## src/rtl/mp_completion_manager_pkg.sv

```systemverilog
// Shared types and field layout for the completion manager.
// Used by the FIFO, the interface and the top; no build options live here.
package mp_pkg;
  localparam int PID_W        = 9;
  localparam int JOBID_W      = 32;
  localparam int CMPL_REC_W   = 41;
  localparam int PID_LSB      = 32;
  localparam int JOBID_LSB    = 0;
  localparam int WB_VALID_BIT = 63;

  typedef enum logic [1:0] {IDLE, WB, IRQ} cmpl_state_e;

  typedef struct packed {
    logic [PID_W-1:0]   pid;
    logic [JOBID_W-1:0] jobid;
  } cmpl_rec_t;

  // 64-bit write-back word: valid flag on top, pid/jobid at their fixed offsets.
  function automatic logic [63:0] wb_word(cmpl_rec_t r);
    logic [63:0] w;
    w = '0;
    w[WB_VALID_BIT]            = 1'b1;
    w[PID_LSB +: PID_W]        = r.pid;
    w[JOBID_LSB +: JOBID_W]    = r.jobid;
    return w;
  endfunction
endpackage

```

## src/rtl/mp_completion_manager_if.sv

```systemverilog
// Write-back request channel toward the host write-request arbiter.
interface mp_completion_manager_if;
  logic        wb_valid;
  logic        wb_ready;
  logic [63:0] wb_addr;
  logic [63:0] wb_data;

  modport master (output wb_valid, output wb_addr, output wb_data, input wb_ready);
  modport slave  (input wb_valid, input wb_addr, input wb_data, output wb_ready);
endinterface

```

## src/rtl/mp_completion_manager_fifo.sv

```systemverilog
// Synchronous completion-record FIFO; pointers wrap naturally (DEPTH is a power of two).
module mp_cmpl_fifo #(
  parameter int DEPTH = 16,
  parameter int W     = 41
) (
  input  logic                     clk,
  input  logic                     rst_n,
  input  logic                     push_i,
  input  logic                     pop_i,
  input  logic [W-1:0]             wdata_i,
  output logic [W-1:0]             rdata_o,
  output logic                     full_o,
  output logic                     empty_o,
  output logic [$clog2(DEPTH):0]   count_o
);
  localparam int AW = $clog2(DEPTH);
  localparam int CW = AW + 1;

  logic [W-1:0]  mem_q [DEPTH];
  logic [AW-1:0] wr_ptr_q, rd_ptr_q;
  logic [CW-1:0] count_q;
  logic          do_push, do_pop;

  assign full_o  = (count_q == CW'(DEPTH));
  assign empty_o = (count_q == '0);
  assign count_o = count_q;
  assign rdata_o = mem_q[rd_ptr_q];
  assign do_push = push_i & ~full_o;
  assign do_pop  = pop_i & ~empty_o;

  always_ff @(posedge clk) begin
    if (do_push) mem_q[wr_ptr_q] <= wdata_i;
  end

  always_ff @(posedge clk or negedge rst_n) begin
    if (!rst_n) begin
      wr_ptr_q <= '0;
      rd_ptr_q <= '0;
      count_q  <= '0;
    end else begin
      if (do_push) wr_ptr_q <= wr_ptr_q + AW'(1);
      if (do_pop)  rd_ptr_q <= rd_ptr_q + AW'(1);
      case ({do_push, do_pop})
        2'b10:   count_q <= count_q + CW'(1);
        2'b01:   count_q <= count_q - CW'(1);
        default: count_q <= count_q;
      endcase
    end
  end
endmodule

```

## src/rtl/mp_completion_manager.sv

```systemverilog
// Buffers scheduler completion records and drains each as one 64-bit host write-back.
// Build option MP_CMPL_IRQ_EN adds a per-completion interrupt handshake after each write-back.
module mp_completion_manager
  import mp_pkg::*;
#(
  parameter int FIFO_DEPTH = 16,
  parameter int SLOT_SHIFT = 3
) (
  input  logic                          clk,
  input  logic                          rst_n,
  input  logic                          complete_push_i,
  input  logic [CMPL_REC_W-1:0]         return_data_i,
  output logic                          complete_ready_o,
  input  logic [63:0]                   cmpl_base_addr_i,
  mp_completion_manager_if.master       wb,
  output logic [31:0]                   cmpl_count_o,
  output logic                          overflow_o
`ifdef MP_CMPL_IRQ_EN
  ,
  output logic                          irq_valid_o,
  input  logic                          irq_ready_i,
  output logic [PID_W-1:0]              irq_pid_o
`endif
);
  localparam int CNT_W = $clog2(FIFO_DEPTH) + 1;

  cmpl_state_e            state_q;
  logic                   wb_valid_q;
  logic [63:0]            wb_addr_q, wb_data_q;
  logic [31:0]            cnt_q;
  logic                   overflow_q;
  logic                   fifo_pop, fifo_full, fifo_empty;
  logic [CMPL_REC_W-1:0]  fifo_rdata;
  logic [CNT_W-1:0]       fifo_count;
  cmpl_rec_t              head;
`ifdef MP_CMPL_IRQ_EN
  logic                   irq_valid_q;
  logic [PID_W-1:0]       irq_pid_q;
`endif

  mp_cmpl_fifo #(.DEPTH(FIFO_DEPTH), .W(CMPL_REC_W)) u_fifo (
    .clk     (clk),
    .rst_n   (rst_n),
    .push_i  (complete_push_i),
    .pop_i   (fifo_pop),
    .wdata_i (return_data_i),
    .rdata_o (fifo_rdata),
    .full_o  (fifo_full),
    .empty_o (fifo_empty),
    .count_o (fifo_count)
  );

  assign head             = cmpl_rec_t'(fifo_rdata);
  // Ready follows the registered count only; a same-cycle pop does not free a slot early.
  assign complete_ready_o = (fifo_count < CNT_W'(FIFO_DEPTH));
  assign fifo_pop         = (state_q == IDLE) & ~fifo_empty;

  always_ff @(posedge clk or negedge rst_n) begin
    if (!rst_n) overflow_q <= 1'b0;
    else if (complete_push_i & fifo_full) overflow_q <= 1'b1;
  end

  always_ff @(posedge clk or negedge rst_n) begin
    if (!rst_n) begin
      state_q     <= IDLE;
      wb_valid_q  <= 1'b0;
      wb_addr_q   <= '0;
      wb_data_q   <= '0;
      cnt_q       <= '0;
`ifdef MP_CMPL_IRQ_EN
      irq_valid_q <= 1'b0;
      irq_pid_q   <= '0;
`endif
    end else begin
      case (state_q)
        IDLE: if (!fifo_empty) begin
          wb_addr_q  <= cmpl_base_addr_i + ({55'b0, head.pid} << SLOT_SHIFT);
          wb_data_q  <= wb_word(head);
          wb_valid_q <= 1'b1;
          state_q    <= WB;
        end
        WB: if (wb.wb_ready) begin
          cnt_q      <= cnt_q + 32'd1;
          wb_valid_q <= 1'b0;
`ifdef MP_CMPL_IRQ_EN
          irq_valid_q <= 1'b1;
          irq_pid_q   <= wb_data_q[PID_LSB +: PID_W];
          state_q     <= IRQ;
`else
          state_q    <= IDLE;
`endif
        end
`ifdef MP_CMPL_IRQ_EN
        IRQ: if (irq_ready_i) begin
          irq_valid_q <= 1'b0;
          state_q     <= IDLE;
        end
`endif
        default: state_q <= IDLE;
      endcase
    end
  end

  assign wb.wb_valid    = wb_valid_q;
  assign wb.wb_addr     = wb_addr_q;
  assign wb.wb_data     = wb_data_q;
  assign cmpl_count_o   = cnt_q;
  assign overflow_o     = overflow_q;
`ifdef MP_CMPL_IRQ_EN
  assign irq_valid_o    = irq_valid_q;
  assign irq_pid_o      = irq_pid_q;
`endif
endmodule

```

## src/flat_wrapper.sv

```systemverilog
// flat-port wrapper written by rule: the top's interface ports become plain ports
module mp_completion_manager_flat import mp_pkg::*;
#(
  parameter int FIFO_DEPTH = 16,
  parameter int SLOT_SHIFT = 3
)
  (clk, rst_n, complete_push_i, return_data_i, complete_ready_o, cmpl_base_addr_i, cmpl_count_o, overflow_o, wb_wb_valid, wb_wb_addr, wb_wb_data, wb_wb_ready);
  mp_completion_manager_if wb_i ();
  input  logic clk;
  input  logic rst_n;
  input  logic complete_push_i;
  input  logic [CMPL_REC_W-1:0] return_data_i;
  output logic complete_ready_o;
  input  logic [63:0] cmpl_base_addr_i;
  output logic [31:0] cmpl_count_o;
  output logic overflow_o;
  output wire logic [$bits(wb_i.wb_valid)-1:0] wb_wb_valid;
  output wire logic [$bits(wb_i.wb_addr)-1:0] wb_wb_addr;
  output wire logic [$bits(wb_i.wb_data)-1:0] wb_wb_data;
  input wire logic [$bits(wb_i.wb_ready)-1:0] wb_wb_ready;
  assign wb_wb_valid = wb_i.wb_valid;
  assign wb_wb_addr = wb_i.wb_addr;
  assign wb_wb_data = wb_i.wb_data;
  assign wb_i.wb_ready = wb_wb_ready;
  mp_completion_manager #(.FIFO_DEPTH(FIFO_DEPTH), .SLOT_SHIFT(SLOT_SHIFT)) u_core (.clk(clk), .rst_n(rst_n), .complete_push_i(complete_push_i), .return_data_i(return_data_i), .complete_ready_o(complete_ready_o), .cmpl_base_addr_i(cmpl_base_addr_i), .wb(wb_i), .cmpl_count_o(cmpl_count_o), .overflow_o(overflow_o));
endmodule
```

## config.mk

```make
export PLATFORM = sky130hd
export DESIGN_NAME = mp_completion_manager_flat
export DESIGN_NICKNAME = d
export VERILOG_FILES = /design/src/rtl/mp_completion_manager_pkg.sv /design/src/rtl/mp_completion_manager_if.sv /design/src/rtl/mp_completion_manager_fifo.sv /design/src/rtl/mp_completion_manager.sv /design/src/flat_wrapper.sv
export SDC_FILE = /design/constraint.sdc
export NUM_CORES = 1
export LEC_CHECK = 0
export BUFFER_PORTS_ARGS = -buffer_cell sky130_fd_sc_hd__buf_2
export CAP_MARGIN = 20
export CORE_ASPECT_RATIO = 1.1
export CORE_UTILIZATION = 60
export CTS_CLUSTER_DIAMETER = 200
export DETAILED_ROUTE_END_ITERATION = 10
export PLACE_DENSITY_LB_ADDON = 0.25
export SETUP_SLACK_MARGIN = 0.3
export SYNTH_ARGS = -nofsm -noshare
export SYNTH_HDL_FRONTEND = slang
export SYNTH_SLANG_ARGS = --single-unit
```

## constraint.sdc

```tcl
create_clock -name clk -period 10.4 [get_ports clk]
set_input_delay 0 -clock clk [delete_from_list [all_inputs] [get_ports clk]]
set_output_delay 0 -clock clk [all_outputs]
set_load 0.005 [all_outputs]
```

# Word level (Yosys, flattened, before mapping)
# Memory sizes are Yosys's and may differ from the RTL's.
# Index checks and enable logic that the tools add are counted.
# totals
reg_bits,155
wordCells,46
ramBits,656
out_inout_bits,163
mem_count,1
# classes
mux,9
bitwise_logic,6
n_eq_ne,6
addsub,6
reduce_logical,8
n_lt_le_gt_ge,1
# mem_list
memory,words,width,read_ports,rd_clocked_by_memory_dff,write_ports,line,rtl
u_core.u_fifo.mem_q,16,41,1,0,1,mp_completion_manager_fifo.sv:19,logic [W-1:0] mem_q [DEPTH];
# op_table
op,count
$add A64 B12 Y64,1
$add A32 B1 Y32 const B,1
$pmux W5 S2,1
$add A4 B1 Y4 const B,2
$reduce_and A2 Y1,3
$add A5 B1 Y5 const B,1
$eq A5 B5 Y1 const B,1
$logic_not A5 Y1,1
$lt A5 B5 Y1 const B,1
$sub A5 B1 Y5 const B,1
$and A1 B1 Y1,4
$eq A2 B1 Y1 const B,2
$mux W1,4
$mux W2,2
$ne A2 B2 Y1 const B,2
$pmux W2 S2,1
$reduce_bool A2 Y1,2
$reduce_and A3 Y1,1
$eq A2 B2 Y1 const B,1
$logic_not A2 Y1,1
$not A1 Y1,2
$pmux W1 S2,1

# Logic depth before layout (Yosys ltp)
# Gate-level depths: netlist (run 1).
# logic_depth
ltp_word,6
depth_mapped,14
ltp_nobuf,11

# Cells and area by module
# Synthesis (run 1) repeated with hierarchy kept, for this count alone.
# hier_totals
cells_unflattened,2093
area_unflattened_um2,33258.1
# by_module_without_submodules
module,n_inst,area_per_inst_um2,cells_per_inst,seq_area_each_um2
mp_cmpl_fifo,1,25959.9,1312,20024.2
mp_completion_manager,1,7298.2,781,3503.4

# Worst setup path after synthesis (run 1)
# Ideal clock, no wire load.
# synth_path
path_type,flip-flop to flip-flop
from,"register u_core.u_fifo.count_q[0], in the netlist u_core.u_fifo.count_o[0]"
to,memory u_core.u_fifo.mem_q[3][0] (enable)
slack_ps,5929
arrival_ps,3981
setup_time_ps,490
required_time_ps,9910
n_path_buf,0
path_stages_with_launch,5
period_less_slack_ps,4471
path_cell_list,dfrtp_1 -> nor4_1 -> a21boi_1 -> nand2_1 -> nor3_1
# synth_between
elab_chain_cells,5
# synth_lines
item,line,rtl
"start, declared",mp_completion_manager_fifo.sv:21,logic [CW-1:0] count_q;
"start signal, assigned",mp_completion_manager_fifo.sv:44,2'b10: count_q <= count_q + CW'(1);
"start signal, assigned",mp_completion_manager_fifo.sv:45,2'b01: count_q <= count_q - CW'(1);
"start signal, assigned",mp_completion_manager_fifo.sv:46,default: count_q <= count_q;
$eq A5 B5 Y1,mp_completion_manager_fifo.sv:24,assign full_o = (count_q == CW'(DEPTH));
$not A1 Y1,mp_completion_manager_fifo.sv:28,assign do_push = push_i & ~full_o;
$and A1 B1 Y1,mp_completion_manager_fifo.sv:28,
$mux W1,mp_completion_manager_fifo.sv:32,if (do_push) mem_q[wr_ptr_q] <= wdata_i;
$mux W1 (not written as such),mp_completion_manager_fifo.sv:32,
"end, declared",mp_completion_manager_fifo.sv:19,
# No other way between the ends.

# Worst setup path in the final report (run 1)
# layout_path
from,register u_core.u_fifo.rd_ptr_q[0]
to,"register u_core.wb_addr_q[52], in the netlist u_core.wb.wb_addr[52]"
# layout_between
elab_chain_cells,2
# layout_lines
item,line,rtl
"start, declared",mp_completion_manager_fifo.sv:20,"logic [AW-1:0] wr_ptr_q, rd_ptr_q;"
"start signal, assigned",mp_completion_manager_fifo.sv:42,if (do_pop) rd_ptr_q <= rd_ptr_q + AW'(1);
$mem_v2 Z16 W41,-,
named net u_core.fifo_rdata[39],mp_completion_manager.sv:33,logic [CMPL_REC_W-1:0] fifo_rdata;
$add A64 B12 Y64,mp_completion_manager.sv:77,"wb_addr_q <= cmpl_base_addr_i + ({55'b0, head.pid} << SLOT_SHIFT);"
"end signal, assigned",mp_completion_manager.sv:77,
"end, declared",mp_completion_manager.sv:29,"logic [63:0] wb_addr_q, wb_data_q;"
# The timed path passes the listed nets, and every way through them passes these cells.
# A chain may end at the register's enable or synchronous reset.

==> out/qor.yml, run 1 <==
synth-warning-count: 0
die_w_microns: 224
period_share_pct: 57.2
port_buffers: 249
fin_crit_ps: 5950
max_clock_freq_ghz: 0.168
place.gp.congestion: 0.887
synth.distinct_cells: 59
critical_path_class: "register to register"
dp_hpwl_mm: 38.8
ctsResizeCount: 0
root_buffer: "clkbuf_16"
drc: 0
cts_sinks: 809
critPathCaptureType: "register"
grt_pass1_vias: 19300
drt-initial-drc-count: 1854
layout-drive-gt1-share_pct: 26.2
cp.required_ps: 10880
syn_inst: 1829
r2r_start: "u_core.u_fifo.rd_ptr_q[0]$_DFFE_PN0P_"
clock_latency_ps: 620
setup_viol: 0
grt_setup_unrepaired: "no"
clk_pin_slew_ps: 60
core_area_sq_um: 52900
peakVddDrop_uv: 187
ys_async_sr_fraction_pct: 18.9
dr.pass1.iters: 5
final_cell_mix: "edfxtp_1, buf_2, nand2_1"
hold_violations: 0
utilization_pct: 73.2
ant_nets: 0
clockBufferDepth: 3
via_per_inst: 6.21
critPathLaunchType: "register"
yosysTopAreaCell: "edfxtp_1"
grt_max_degree: 118
dp.cells: 2693
arrival_ps: 6430
nNetsFinal: 2386
cts_tree: "yes"
syn_area_per_cell_sq_um: 17.7
synth_area_leaders: "edfxtp_1, mux4_2, dfrtp_1"
slew_headroom_pct: 24.9
ys_ff_latch: 809
whs_ps: 56.6
tns_ps: 0
hold_path.class: "input port to async pin"
wl_per_cell_microns: 25.6
syn2layout_area_growth_pct: 19.4
grt_usage_pct: 28.6
antenna_found_initial: 7
worstMarginPinSlew_ps: 1130
ios: 272
vias: 18600
synth-main-ff-cell: "edfxtp_1"
fin_skew_ps: 21.4
timing.final.max_slew_violations: 0
cts_buffers: 79
die_area_sq_um: 54900
cts_htree_levels: 3
worst_r2r_path_depth: 12
mostFrequentLayoutCell: "edfxtp_1"
finalNonFillerCells: 3000
grt_pass1_wl_mm: 115
rows: 88
start_util_pct: 61.3
synth_top_area_share_pct: 60.8
synth_edf_count: 656
syn_area_sq_um: 32400
p_leak_nw: 14.0
max_cap_violations: 0
wirelength_mm: 76.7
synth-seq-area-share_pct: 72.6
crit_start: "u_core.u_fifo.rd_ptr_q[0]$_DFFE_PN0P_"
cp_max_fo: 117
power_density_nw_per_um2: 262
die_h_microns: 246
overflow: 0
status: "completed"
what timing repair did:
action,in CTS,in global routing
endpoints found under the hold margin,816,0
hold buffers,157,0
setup buffers,0,0
routing by layer:
layer  vias up  track usage [%]  wire length, microns
li1       7981                -                     -
met4         6             12.1                  2680
met3       204             4.83                  5800
met2       941             49.3                 39300
met1      9511             36.0                 28900
met5         -                0                    35
layout make-up:
| type | instances | area (sq um) |
|---|---|---|
| repair buffers | 432 | 3030 |
| diodes | 4 | 10.0 |
| inverters | 19 | 71.3 |
| multi-input cells | 915 | 8470 |
| clock buffers | 113 | 2340 |
| well taps | 675 | 845 |
| flip-flops and latches | 809 | 23500 |
| fillers | 3054 | 14200 |
| clock inverters | 33 | 385 |
stage by stage:
stage               total power [mW]  worst slack [ps]  area [sq um]
floorplan                       6.20              5930         32500
CTS                             10.2              4430         38700
finish                          10.2              4450         38700
global route                    10.6              4070         38700
global placement                7.05              5380         34400
detailed placement              7.12              5260         34400
critical path: stages, from the launching register on:
cell           delay [ps]
dfrtp_4               720
buf_12                680
mux4_2                610
mux4_2                530
ha_1                  450
and2_1                210
and4_1                220
o21a_2                330
o2111ai_1             360
o21ai_0               320
dlygate4sd3_1         590
a31oi_1                80
dlygate4sd3_1         630
final timing paths:
path                                                        to  slack, ps
hold reg to reg               u_core.wb.wb_data[6]$_DFFE_PN0P_        470
hold / removal             u_core.cmpl_count_o[23]$_DFFE_PN0P_         60
setup / recovery             u_core.wb.wb_addr[52]$_DFFE_PN0P_       4450
min in group clk              u_core.wb.wb_addr[0]$_DFFE_PN0P_        140
setup reg to reg             u_core.wb.wb_addr[52]$_DFFE_PN0P_       4450
max in group asynchronous    u_core.wb.wb_data[63]$_DFFE_PN0P_       8840
cells by family after synthesis:
group | share of synthesized area (%)
XOR/XNOR | 2.41
AO/OA/AOI/OAI | 3.61
multiplexers | 13.1
other | 0.0116
flip-flops | 72.6
buffers and inverters | 1.86
adder cells (fa/ha/maj) | 0.857
AND/OR/NAND/NOR | 5.57
sequential cells by signal, indices dropped and copies added (netlist names):
signal,cells
u_core.u_fifo.mem_q,656
u_core.wb.wb_addr,64
u_core.wb.wb_data,42
u_core.cmpl_count_o,32
u_core.u_fifo.count_o,5
u_core.u_fifo.rd_ptr_q,4
u_core.u_fifo.wr_ptr_q,4
u_core.overflow_o,1
u_core.wb.wb_valid,1
synth_stat cells (2+ instances only):
master and number:
o211ai_1 9, buf_2 27, inv_1 19, buf_1 10, a21o_1 3, nand2b_1 7
and2_1 5, o221ai_1 32, mux4_2 173, or2_2 2, buf_4 24, a31oi_1 12
edfxtp_1 656, fa_1 2, and4_1 6, or4_1 8, nand3_1 37, or3_1 5
ha_1 19, dfrtp_1 153, a211oi_1 4, nor3_1 16, clkbuf_1 45, mux2_2 2
o2111ai_1 2, xnor2_1 62, xor2_1 27, mux2i_1 32, o31ai_1 6, nor2_1 49
o21ai_1 6, nor2b_1 2, and3_1 18, o21ai_0 88, a21oi_1 9, nand4_1 11
nand2_1 215, nor4_1 5
where the power goes:
group          switching, mW  internal [mW]
Combinational           1.60           1.33
Clock                   1.19           1.77
Sequential             0.253           4.00
Total                   3.04           7.11
No activity file was read; power rests on OpenSTA's default activity.
==> run 2, diff against run 1 <==
--- a/config.mk
+++ b/config.mk
@@ -5,6 +5,7 @@
 export SDC_FILE = /design/constraint.sdc
 export NUM_CORES = 1
 export LEC_CHECK = 0
+export ABC_AREA = 1
 export BUFFER_PORTS_ARGS = -buffer_cell sky130_fd_sc_hd__buf_2
 export CAP_MARGIN = 20
 export CORE_ASPECT_RATIO = 1.1
==> constraint.sdc (replaced) <==
create_clock -name clk -period 6 [get_ports clk]
set_input_delay 0 -clock clk [delete_from_list [all_inputs] [get_ports clk]]
set_output_delay 0 -clock clk [all_outputs]
set_load 0.005 [all_outputs]
==> out/qor.yml, run 2 <==
port_buffers: 249
register_area_sq_um: 23500
mostFrequentLayoutCell: "nand2_1"
synth_fa_ha_area_share_pct: 0.796
antenna_found_initial: 3
die_h_microns: 255
synth_top_area_share_pct: 56.4
cts_tree: "yes"
ant_nets: 0
final_cell_mix: "nand2_1, edfxtp_1, nor2_1"
start_util_pct: 60.8
clockBufferDepth: 3
ios: 272
yosysTopAreaCell: "edfxtp_1"
dr.pass1.iters: 7
overflow: 0
worstMarginPinSlew_ps: 1100
grt_max_degree: 212
max_clock_freq_ghz: 0.197
power_density_nw_per_um2: 469
cts_htree_levels: 3
dp.cells: 4118
clock_latency_ps: 640
fin_skew_ps: 24.1
period_share_pct: 84.5
p_sw_share_pct: 37.4
via_per_inst: 5.92
yosys.area_share.simple_pct: 17.8
dp_hpwl_mm: 50.6
p_leak_nw: 15.9
p_clk_share_pct: 26.7
synth-main-ff-cell: "edfxtp_1"
synth_edf_count: 656
synth_top_family_by_area: "simple AND/OR/NAND/NOR gates"
core_area_sq_um: 57400
preCtsSetupSlack_ps: 1250
cp.required_ps: 6520
synth.distinct_cells: 44
fin_crit_ps: 5070
syn_inst: 3238
arrival_ps: 5590
grt_pass1_wl_mm: 138
synthXorXnorAreaFrac_pct: 1.20
critical_path_class: "register to register"
r2r_start: "u_core.u_fifo.rd_ptr_q[0]$_DFFE_PN0P_"
wl_per_cell_microns: 20.9
cts_buffers: 81
max_cap_violations: 0
grt_setup_unrepaired: "no"
ys_top_cells_by_count: "nand2_1, edfxtp_1, nor2_1, o21ai_0, nand3_1"
grt_usage_pct: 30.7
worst_r2r_path_depth: 19
syn_area_sq_um: 34900
endpoint: "u_core.wb.wb_addr[62]$_DFFE_PN0P_"
place.gp.congestion: 0.943
status: "completed"
synth-warning-count: 0
ys_async_sr_fraction_pct: 18.9
finalNonFillerCells: 4383
netSwitchingPower_mw: 7.09
whs_ps: 38.8
critPathLaunchType: "register"
slew_headroom_pct: 26.6
drc: 0
clk_pin_slew_ps: 60
rows: 92
syn2layout_area_growth_pct: 16.0
setup_viol: 0
seqPwrFrac_pct: 39.6
layout-drive-gt1-share_pct: 12.2
vias: 26000
timing.final.max_slew_violations: 0
setup_slack_ps: 930
syn_area_per_cell_sq_um: 10.8
synth-seq-area-share_pct: 67.4
top_register: "u_core.u_fifo.mem_q"
root_buffer: "clkbuf_16"
cp_max_fo: 172
hold_violations: 0
tns_ps: 0
ys_ff_latch: 809
largest_reg_flops: 656
critPathCaptureType: "register"
synth_compound_area_share_pct: 7.70
synth_area_leaders: "edfxtp_1, dfrtp_1, nand2_1"
r2r_setup_slack_ps: 930
cts_sinks: 809
intPower_mw: 11.9
drt-initial-drc-count: 2665
fillers: 3992
comb_power_share_pct: 33.7
r2r_end: "u_core.wb.wb_addr[62]$_DFFE_PN0P_"
nNetsFinal: 3693
crit_start: "u_core.u_fifo.rd_ptr_q[0]$_DFFE_PN0P_"
die_area_sq_um: 59100
peakVddDrop_uv: 380
grt_pass1_vias: 24600
yosysMostFrequentCell: "nand2_1"
synth.area.mux_share_pct: 0.918
hold_path.class: "input port to async pin"
multiInputGateArea_sq_um: 10100
wirelength_mm: 91.4
die_w_microns: 232
[run 2: cell count changes after synthesis, moves of 18 or more]
cell      before  now
nor2_1        49  467
mux4_2       173    0
buf_2         27   61
clkbuf_1      45   63
a21oi_1        9   77
o21ai_0       88  274
o211ai_1       9   49
inv_1         19  127
nand3_1       37  168
nand2_1      215  845
and3_1        18    0
o22ai_1        0   32
xnor2_1       62   22
[run 2: routing by layer]
metal,vias to the layer above,GRT usage [%],wire length [microns]
li1,11800,-,-
met4,2,11.7,2890
met1,12700,41.6,36600
met3,240,5.02,7600
met5,-,0,11
met2,1292,50.1,44300
[run 2: what timing repair did]
item / 4_1_cts / 5_1_grt
endpoints found under the hold margin: 815 / 0
gates resized for setup: 0 / 1
setup buffers: 0 / 1
endpoints found under the setup margin: 0 / 1
hold buffers: 111 / 0
[run 2: cell type report]
cell class / instances / area share, %
sequential: 809 / 58.2
tap: 752 / 2.33
clock buffer: 99 / 5.20
multi-input combinational: 2146 / 25.0
timing repair buffer: 394 / 6.61
inverter: 131 / 1.25
antenna: 2 / 0.0124
clock inverter: 50 / 1.40
[run 2: worst min-delay path by stage]
| stage | depth (start not counted) | endpoint | start | slack [ps] |
|---|---|---|---|---|
| after floorplan | 0 | u_core.cmpl_count_o[0]$_DFFE_PN0P_ | rst_n | -300 |
| final | 2 | u_core.cmpl_count_o[13]$_DFFE_PN0P_ | rst_n | 40 |
| after CTS | 2 | u_core.cmpl_count_o[13]$_DFFE_PN0P_ | rst_n | 50 |
| after detailed placement | 1 | u_core.cmpl_count_o[13]$_DFFE_PN0P_ | rst_n | 150 |
| after global routing | 2 | u_core.cmpl_count_o[13]$_DFFE_PN0P_ | rst_n | 100 |
| after global placement | 1 | u_core.cmpl_count_o[13]$_DFFE_PN0P_ | rst_n | 130 |
[run 2: cells by family (layout without fill, tap and decap cells)]
family,count (synthesis),after routing
AO/OA/AOI/OAI,478,478
XOR/XNOR,48,48
multiplexers,32,32
adder cells (fa/ha/maj),21,21
flip-flops,809,809
other,1,24
buffers and inverters,304,674
AND/OR/NAND/NOR,1545,1545
[run 2: per-stage QoR]
step                cell area, sq um  util [%]  power [mW]
floorplan                      35000         -        11.7
global placement               36600      63.7        13.5
detailed placement             36600      63.7        13.7
CTS                            40400      70.3        18.9
global route                   40500      70.4        20.0
finish                         40500      70.4        19.0
[run 2: power groups by stage]
stage / Sequential [mW] / Clock [mW] / Combinational, mW
finish: 7.51 / 5.08 / 6.39
global route: 7.59 / 5.36 / 7.04
CTS: 7.54 / 5.12 / 6.22
detailed placement: 7.64 / 0 / 6.10
global placement: 7.60 / 0 / 5.90
floorplan: 7.46 / 0 / 4.25
[run 2: critical path: stages (launching register included)]
cell and delay, ps:
dfrtp_4 720, inv_8 300, buf_16 570, nor2_1 80, nor2_1 120, o21ai_0 120
o211ai_1 130, nand3_1 130, nand2_1 270, ha_1 290, nand3_1 80, nand3_1 180
nand3_1 150, nand3_2 280, nand3_1 180, nand2_1 60, dlygate4sd3_1 550, nand3_1 60
dlygate4sd3_1 570, nand2_1 60
==> run 3, diff against run 2 <==
--- a/config.mk
+++ b/config.mk
@@ -5,7 +5,7 @@
 export SDC_FILE = /design/constraint.sdc
 export NUM_CORES = 1
 export LEC_CHECK = 0
-export ABC_AREA = 1
+export ABC_AREA = 0
 export BUFFER_PORTS_ARGS = -buffer_cell sky130_fd_sc_hd__buf_2
 export CAP_MARGIN = 20
 export CORE_ASPECT_RATIO = 1.1
==> constraint.sdc (replaced) <==
create_clock -name clk -period 5.07 [get_ports clk]
set_input_delay 0 -clock clk [delete_from_list [all_inputs] [get_ports clk]]
set_output_delay 0 -clock clk [all_outputs]
set_load 0.005 [all_outputs]
==> out/qor.yml, run 3 (synthesized netlist as in run 1, its figures left out) <==
period_share_pct: 90.0
min-delay-start: "cmpl_base_addr_i[0]"
die_area_sq_um: 54900
hold_end: "u_core.wb.wb_addr[0]$_DFFE_PN0P_"
wirelength_mm: 75.5
grt_pass1_vias: 19200
utilization_pct: 73.1
slew_headroom_pct: 25.8
postPlaceCellArea_sq_um: 34600
dr.pass1.iters: 7
max_cap_violations: 0
clk_pin_slew_ps: 60
tns_ps: 0
critPathLaunchType: "register"
final_cell_mix: "edfxtp_1, buf_2, nand2_1"
cts_buffers: 80
max_clock_freq_ghz: 0.219
nNetsFinal: 2394
syn2layout_area_growth_pct: 19.3
timing.final.max_slew_violations: 0
mostFrequentLayoutCell: "edfxtp_1"
ant_nets: 0
vias: 18500
top_register: "u_core.u_fifo.mem_q"
root_buffer: "clkbuf_16"
setup_viol: 0
port_buffers: 249
antenna_found_initial: 6
cts_htree_levels: 3
via_per_inst: 6.15
grt_pass1_wl_mm: 113
rows: 88
worst_r2r_path_depth: 11
overflow: 0
drc: 0
layout-drive-gt1-share_pct: 27.2
holdPathStages: 4
fin_crit_ps: 4560
cts_sinks: 809
whs_ps: 122
clockBufferDepth: 3
hold_violations: 0
r2r_end: "u_core.wb.wb_addr[52]$_DFFE_PN0P_"
power_density_nw_per_um2: 533
peakVddDrop_uv: 332
die_w_microns: 224
arrival_ps: 5010
critPathCaptureType: "register"
final_area_sq_um: 38700
largest_reg_flops: 656
die_h_microns: 246
status: "completed"
drt-initial-drc-count: 1756
cts_tree: "yes"
r2r_setup_slack_ps: 510
place.gp.congestion: 0.894
grt_max_degree: 70
cp_max_fo: 28
total_power_mw: 20.6
core_area_sq_um: 52900
start_util_pct: 61.3
wl_per_cell_microns: 25.1
grt_usage_pct: 28.0
clock_latency_ps: 620
grt_setup_unrepaired: "no"
dp_hpwl_mm: 42.7
hold_path.class: "input port to register"
p_leak_nw: 14.0
cp.required_ps: 5520
worstMarginPinSlew_ps: 1110
ios: 272
critical_path_class: "register to register"
fin_skew_ps: 19.2
r2r_start: "u_core.u_fifo.rd_ptr_q[1]$_DFFE_PN0P_"
[run 3: changes by cell type in the layout (fill, tap and decap cells not counted), sizes merged, moves of 19 or more]
| cell | previous run | this run |
|---|---|---|
| o22ai | 32 | 0 |
| nor2 | 470 | 49 |
| nand2 | 846 | 215 |
| mux4 | 0 | 173 |
| a21oi | 77 | 9 |
| o21ai | 277 | 96 |
| nand3 | 172 | 38 |
| dlygate4sd3 | 111 | 137 |
| o211ai | 49 | 9 |
| inv | 132 | 23 |
| buf | 283 | 302 |
| xnor2 | 22 | 62 |
[run 3: critical path: stages, from the launching register on]
cell and delay, ps:
dfrtp_4 690, buf_4 390, mux4_2 390, mux4_2 520, ha_1 420, and2_1 200
and4_1 220, o21a_2 330, o2111ai_2 280, o21ai_0 270, dlygate4sd3_1 570, a31oi_1 80
[run 3: power breakdown]
| group | internal, mW | switching, mW | leakage, nW |
|---|---|---|---|
| clock network | 3.36 | 2.46 | 1.27 |
| logic | 2.78 | 3.26 | 4.90 |
| registers | 8.21 | 0.519 | 7.82 |
| total | 14.3 | 6.24 | 14.0 |
[run 3: worst max-delay path by stage]
stage / start / endpoint / slack (ps)
5_1_grt: u_core.u_fifo.rd_ptr_q[1]$_DFFE_PN0P_ / u_core.wb.wb_addr[52]$_DFFE_PN0P_ / 340
3_3_place_gp: u_core.u_fifo.rd_ptr_q[0]$_DFFE_PN0P_ / u_core.wb.wb_addr[54]$_DFFE_PN0P_ / 810
3_5_place_dp: u_core.u_fifo.rd_ptr_q[0]$_DFFE_PN0P_ / u_core.wb.wb_addr[54]$_DFFE_PN0P_ / 730
4_1_cts: u_core.u_fifo.rd_ptr_q[0]$_DFFE_PN0P_ / u_core.wb.wb_addr[37]$_DFFE_PN0P_ / 340
2_1_floorplan: u_core.u_fifo.count_o[0]$_DFFE_PN0P_ / u_core.u_fifo.mem_q[3][0]$_DFFE_PP_ / 600
6_report: u_core.u_fifo.rd_ptr_q[1]$_DFFE_PN0P_ / u_core.wb.wb_addr[52]$_DFFE_PN0P_ / 510
[run 3: area by class of cell]
cell class / instances / area, sq um
diodes: 3 / 7.51
clock buffers: 102 / 2180
clock inverters: 45 / 404
fillers: 3075 / 14200
inverters: 19 / 71.3
multi-input cells: 915 / 8480
flip-flops and latches: 809 / 23500
well taps: 675 / 845
repair buffers: 439 / 3130
[run 3: routing by layer]
layer,up-vias,global-route usage [%],wire (microns)
li1,7990,-,-
met1,9493,36.1,29000
met2,847,48.3,38400
met3,152,4.07,5600
met4,6,11.3,2390
met5,-,0,33
[run 3: through the flow]
| step | cells | worst slack [ps] |
|---|---|---|
| floorplan | 1850 | 599 |
| global placement | 2710 | 811 |
| detailed placement | 2710 | 727 |
| CTS | 2995 | 341 |
| global route | 3007 | 340 |
| finish | 3007 | 506 |
[run 3: repair_timing]
action                     in CTS  in global routing
hold endpoints to repair      782                  0
setup endpoints to repair       0                  6
gates resized for setup         0                  3
hold buffers                  138                  0
buffers inserted                0                  9
